## src/rtl/ex_mem_reg.sv

```systemverilog
// ex_mem_reg: EX/MEM pipeline register with branch resolution, misalign detection and forwarding port.
// A taken branch requests redirect once; `fired` suppresses repeats while the stage is stalled.
module ex_mem_reg (
  input  logic        clk,
  input  logic        rst_n,
  input  logic        stall,
  input  logic        flush,
  input  logic        ex_valid,
  input  logic [31:0] ex_result,
  input  logic        ex_zero,
  input  logic [31:0] ex_write_data,
  input  logic [4:0]  ex_rd,
  input  logic [31:0] ex_branch_target,
  input  logic        ex_reg_write,
  input  logic        ex_mem_read,
  input  logic        ex_mem_write,
  input  logic        ex_mem_to_reg,
  input  logic        ex_branch_eq,
  input  logic        ex_branch_ne,
  output logic        mem_valid,
  output logic [31:0] mem_result,
  output logic [31:0] mem_write_data,
  output logic [4:0]  mem_rd,
  output logic        mem_reg_write,
  output logic        mem_mem_read,
  output logic        mem_mem_write,
  output logic        mem_mem_to_reg,
  output logic        branch_taken,
  output logic [31:0] branch_target,
  output logic        misalign_fault,
  output logic [7:0]  fault_count,
  output logic        fwd_en,
  output logic [4:0]  fwd_rd,
  output logic [31:0] fwd_data
);
  logic branch_eq, branch_ne, zero, fired, mis;
  assign mis = ex_valid & (ex_mem_read | ex_mem_write) & (ex_result[1:0] != 2'b00);
  assign branch_taken = mem_valid & ((branch_eq & zero) | (branch_ne & ~zero)) & ~fired;
  assign fwd_en = mem_valid & mem_reg_write & (mem_rd != 5'd0);
  assign fwd_rd = mem_rd;
  assign fwd_data = mem_result;
  always_ff @(posedge clk)
    if (!rst_n || flush) begin
      mem_valid      <= 1'b0;
      mem_result     <= 32'd0;
      mem_write_data <= 32'd0;
      mem_rd         <= 5'd0;
      mem_reg_write  <= 1'b0;
      mem_mem_read   <= 1'b0;
      mem_mem_write  <= 1'b0;
      mem_mem_to_reg <= 1'b0;
      branch_target  <= 32'd0;
      branch_eq      <= 1'b0;
      branch_ne      <= 1'b0;
      zero           <= 1'b0;
      misalign_fault <= 1'b0;
      fired          <= 1'b0;
      if (!rst_n) fault_count <= 8'd0;
    end else if (stall) begin
      fired <= fired | branch_taken;
    end else begin
      mem_valid      <= ex_valid;
      mem_result     <= ex_result;
      mem_write_data <= ex_write_data;
      mem_rd         <= ex_rd;
      mem_reg_write  <= ex_valid & ex_reg_write & ~mis;
      mem_mem_read   <= ex_valid & ex_mem_read & ~mis;
      mem_mem_write  <= ex_valid & ex_mem_write & ~mis;
      mem_mem_to_reg <= ex_valid & ex_mem_to_reg;
      branch_target  <= ex_branch_target;
      branch_eq      <= ex_valid & ex_branch_eq;
      branch_ne      <= ex_valid & ex_branch_ne;
      zero           <= ex_zero;
      misalign_fault <= mis;
      fault_count    <= (mis && fault_count != 8'hff) ? fault_count + 8'd1 : fault_count;
      fired          <= 1'b0;
    end
endmodule
```

## config.mk

```make
export PLATFORM = sky130hd
export DESIGN_NAME = ex_mem_reg
export DESIGN_NICKNAME = d
export VERILOG_FILES = /design/src/rtl/ex_mem_reg.sv
export SDC_FILE = /design/constraint.sdc
export NUM_CORES = 1
export LEC_CHECK = 0
export ABC_AREA = 1
export ABC_CLOCK_PERIOD_IN_PS = 2100
export BUFFER_PORTS_ARGS = -buffer_cell sky130_fd_sc_hd__buf_4
export CORE_MARGIN = 2
export CORE_UTILIZATION = 43
export DETAILED_ROUTE_END_ITERATION = 12
export GPL_TIMING_DRIVEN = 0
export HOLD_SLACK_MARGIN = 0.03
export PLACE_DENSITY = 0.87
export SLEW_MARGIN = 20
export SYNTH_ARGS = -nofsm -noshare
export SYNTH_HDL_FRONTEND = slang
export SYNTH_SLANG_ARGS = --single-unit
```

## constraint.sdc

```tcl
create_clock -name clk -period 2.1 [get_ports clk]
set_input_delay 0.21 -clock clk [delete_from_list [all_inputs] [get_ports clk]]
set_output_delay 0.21 -clock clk [all_outputs]
set_load 0.005 [all_outputs]
```

Word level (Yosys, flattened, before mapping)
Cells that the tools add are included.

word-level totals
  input bits = 113
  logic and storage cells = 55
  bits in registers = 119
  output and inout bits = 154

operators by class
  eq/ne operators = 3
  muxes and demuxes = 4
  reduce and logical (&&, ||, !) cells = 8
  add/sub/neg operators = 1
  bitwise operators = 24

operator list
  operator               number
  $mux W8                4
  $and A1 B1 Y1          17
  $add A8 B1 Y8 const B  1
  $ne A8 B8 Y1 const B   1
  $reduce_bool A5 Y1     1
  $not A1 Y1             4
  $reduce_bool A2 Y1     2
  $or A1 B1 Y1           3
  $reduce_and A3 Y1      1
  $ne A2 B1 Y1 const B   1
  $ne A2 B2 Y1 const B   1
  $reduce_or A2 Y1       1
  $logic_and A1 B1 Y1    1
  $logic_not A1 Y1       1
  $logic_or A1 B1 Y1     1

Logic depth before layout (Yosys ltp)
  word-level depth = 7
  gate-level depth with buffers = 7
  depth with buffers taken out = 6

Worst setup path before layout
OpenSTA, ideal clock, no wires.

  kind = reg2reg
  start = register fault_count[0]
  end = register fault_count[0] (enable)
  required time = 1.725 ns
  clock period less this slack = 1.693 ns
  path buffers = 0
  cell stages (with the launch flop) = 7
  arrival time = 1.318 ns
  slack = 0.407 ns
  setup time = 0.375 ns
  path through = edfxtp_1 -> ha_1 -> nand2_1 -> nor2_1 -> nand2_1 -> nand2_1 -> o21bai_1

between the ends
  cells in the longest elaborated chain, start to end = 4

RTL lines
  item                                 line  text
  start: declaration                   31    output logic [7:0] fault_count,
  start signal: assignment             75    fault_count <= (mis && fault_count != 8'hff) ? fault_count + 8'd1 : fault_count;
  $ne A8 B8 Y1                         75
  $logic_and A1 B1 Y1                  75
  $reduce_bool A2 Y1 (no source line)  --
  $reduce_and A3 Y1 (no source line)   --

Every way passes these cells.
A chain may end at the register's enable or synchronous reset.

Final worst setup path
  start = register fault_count[0]
  end = register fault_count[1] (enable)

Same word-level chain as after synthesis.

==> impl.org <==
** Global route
- Via count of the first global-routing pass :: between 5000 and 6000
- The number of antenna violations at the first check in global routing is 0.
- Remaining global-route overflow :: 0
- For this run, global-route usage on met1 was measured as roughly a third.
- Global routing used 31.8% of the available tracks across all layers.
- Largest net degree at the start of global routing :: 17
- The first global-routing pass estimated 27.8 mm of wire.
- Busiest grt layer :: met2
- In the global route stage, met2 resource usage came out at 59.8%.
- Met3 demand-to-capacity share in global routing :: 8.05%

** Layout
- Cells with a size suffix above 1 make up between 30 and 40% of the layout.
- Compared with the post-synthesis result, the final layout area differs by 88.2%.
- The number of antenna diodes in the final layout is 0.
- The final layout contains roughly 1100 nets.
- Most frequent cells in the layout :: nand2_1, buf_4, dfxtp_1, dlygate4sd3_1, buf_2
- The library cell used most frequently in the layout, excluding fill and tap cells, is nand2_1.

** Placement
- Detailed placement HPWL :: slightly below 10 mm
- Pre-CTS setup slack :: around 0.16 ns
- Port buffering added about 270 buffers.
- Routability-driven placement finished with a final weighted congestion of a little under 0.8.

** Worst hold path
- Hold Path Origin :: stall
- Worst Hold Path Cells :: 4
- Worst min-delay path class :: primary input to flip-flop
- Terminating pin of the worst hold path :: misalign_fault$_SDFFE_PP0N_

** Clocking
- Setup Fix Bufs, Post-CTS :: 0
- The cell sitting at the root of the clock tree is a clkbuf_8.
- The H-tree generated during clock tree synthesis spans 4 levels.
- Number of clock sinks :: between 100 and 150
- Clock tree buffer depth :: 2
- Skew-Pair Late Insertion Delay :: 0.50 ns
- TritonCTS built the clock tree.
- After clock tree synthesis, the clock-pin slew on the worst setup and hold paths is roughly 0.06 ns.
- CTS Buf Count :: 17

** Detailed routing
- For this block, the initial DRC count from the detailed router was 311.
- After detailed routing, the average wire length per cell comes to ~16 um.
- Ratio of routed vias to standard cells :: 4.77
- Summing over every cut layer, the via total after detailed routing is roughly 5300.
- In this run the remaining antenna-violating nets after routing total 0.
- DRC :: 0
- Summed over all layers, the routed wires come to between 15 and 20 mm.
- TritonRoute pass-1 iters :: 7

** Pwr
- Worst voltage drop across the vdd grid :: approximately 0.55 mV
- The analysis attributes to cell leakage a power of between 4 and 5 nW.
- P per Cell Area :: between 700 and 800 nW/um^2

** Setup path
- Of all nets on the critical path, the largest fanout is 8.
- Worst setup EP type :: flip-flop
- Data on the critical path arrives at its endpoint at around 1.9 ns.
- The setup path with the least slack is of type flip-flop to flip-flop.
- The worst register-to-register path has a setup slack of between 0.3 and 0.4 ns.
- The number of cells on the worst reg-to-reg path is 6.
- In this run the critical register-to-register path is launched from fault_count[0]$_SDFFCE_PP0P_.
- The worst setup path is launched from a flip-flop.
- Worst endpoint required time :: around 2.2 ns
- The endpoint identified for the worst register-to-register timing path is fault_count[1]$_SDFFCE_PP0P_.

** STA
- FMAX :: 585 MHz
- For the finished layout, the period the worst path requires is between 1.5 and 2 ns.
- Adding up every negative setup slack in the final design gives 0 ns.
- Smallest setup slack after layout :: slightly below 0.4 ns
- The worst pin sits at a relative slew slack of a little over two thirds.
- Final worst path period share :: about four fifths
- Final setup fails :: 0
- Setup Skew :: roughly 0.0048 ns
- Slew at the pin closest to its max-slew limit :: ~0.46 ns
- RSZ-0062 raised after global routing :: false
- The number of max-slew violations in the final report came to 0.
- The hold violation count in the final report came to 0.

** Yosys
- After Yosys synthesis, and, or, nand and nor cells account for 31.5% of the synthesized area.
- The synthesized netlist devotes 0.284% of its cell area to adder and majority cells.
- Synthesized Nets :: 686
- Summing the areas of all compound-gate instances in the mapped netlist gives ~1.9% of the synthesized area.
- After synthesis, the largest family of logic cells by area is simple AND/OR/NAND/NOR gates.
- For this run, the number of Yosys warnings is 0.
- Post-Synth XOR/XNOR Area :: 0%
- The synthesized design contains 119 register bits.
- Synthesized instance count :: 572
- Proportion of synthesized area in mux cells :: 0%
- Each instance of the synthesized netlist takes up on average around 7.7 um^2.
- Combined area of all synthesized cells :: 4400 um^2
- Share of the yosys chip area belonging to registers :: a little under three fifths
- Number of library cell types mapped by synthesis :: 20

** Floorplanning
- Starting Density :: between 40 and 50%
- Number of top-level pins :: 267
- In this run the vertical extent of the chip is between 100 and 150 um.
- Area of the die :: approximately 11000 um^2
- Standard-cell rows :: 36
- Core box area :: roughly 9900 um^2
- The die is ~110 um wide.

** Outcome
- Result of the run :: complete, no violations

** Job
- The tool flagged a number of max-cap violations equal to 0.
through the flow:
step           hold slack, ns  utilization [%]  area, um^2  std cells  power, mW
4_1_cts                0.0578             84.0        8290       1110       6.25
3_3_place_gp            0.396             66.5        6560        970       2.98
5_1_grt                0.0944             84.0        8290       1110       6.48
2_1_floorplan           0.313                -        4400        572       2.63
3_5_place_dp            0.399             66.5        6560        970       2.99
6_report               0.0872             84.0        8290       1110       6.30
cells in the mapped netlist:
master    number  area, um^2
buf_2         19        95.1
o211ai_1       1        7.51
nor2_4         2        22.5
dfxtp_1      111        2220
nand4_1        1        6.26
nand3_1       10        50.1
clkbuf_1       1        3.75
buf_4         40         300
inv_2          3        11.3
edfxtp_1       8         240
o21bai_1       1        7.51
ha_1           1        12.5
inv_1         13        48.8
nor2_1        17        63.8
nand2_2        1        6.26
o21a_1         1        7.51
o21ai_1        5        25.0
a21oi_1        4        20.0
nand2_1      330        1240
o21ai_0        3        15.0
layout make-up:
class	instances	area (um^2)
Timing Repair Buffer	373	3070
Sequential cell	119	2460
Fill cell	521	1580
Multi-Input combinational cell	377	1490
Clock buffer	19	453
Buffer	60	399
Clock inverter	13	191
Tap cell	133	166
Inverter	16	60.1
repair_timing:
action,in CTS,in global routing
endpoints found under the setup margin,0,8
hold buffers,108,0
gates resized for setup,0,1
endpoints found under the hold margin,108,0
where the power goes:
part           total [mW]  internal, mW  leakage (nW)  switching, mW
Clock                3.15          2.04         0.307           1.10
Combinational       0.720         0.449          3.13          0.271
Sequential           2.43          2.36         0.987         0.0642
worst max-delay path by stage:
stage,endpoint,slack (ns),startpoint
final,fault_count[1]$_SDFFCE_PP0P_,0.39,fault_count[0]$_SDFFCE_PP0P_
after detailed placement,fault_count[0]$_SDFFCE_PP0P_,0.16,fault_count[0]$_SDFFCE_PP0P_
after floorplan,fault_count[0]$_SDFFCE_PP0P_,0.41,fault_count[0]$_SDFFCE_PP0P_
after CTS,fault_count[3]$_SDFFCE_PP0P_,0.11,fault_count[0]$_SDFFCE_PP0P_
after global placement,fault_count[3]$_SDFFCE_PP0P_,0.19,fault_count[0]$_SDFFCE_PP0P_
after global routing,fault_count[0]$_SDFFCE_PP0P_,0.22,fault_count[0]$_SDFFCE_PP0P_
logic make-up after synthesis:
family | after synthesis
and+or+nand+nor | 361
buffers and inverters | 76
adders and majority gates | 1
AOI/OAI and AO/OA | 15
DFF | 119
per-layer routing:
metal	part of all wire, %	wire, um
met4	2.7	493
met2	53	9540
met3	7.9	1420
met1	37	6600
met5	0	0
critical path: stages (launching register included):
cell and delay (ns):
edfxtp_1 0.44, ha_1 0.24, nand2_1 0.11, nor2_1 0.07, nand2_1 0.07, nand2_1 0.06
o21bai_2 0.38
Power figures use the tool's default switching activity.
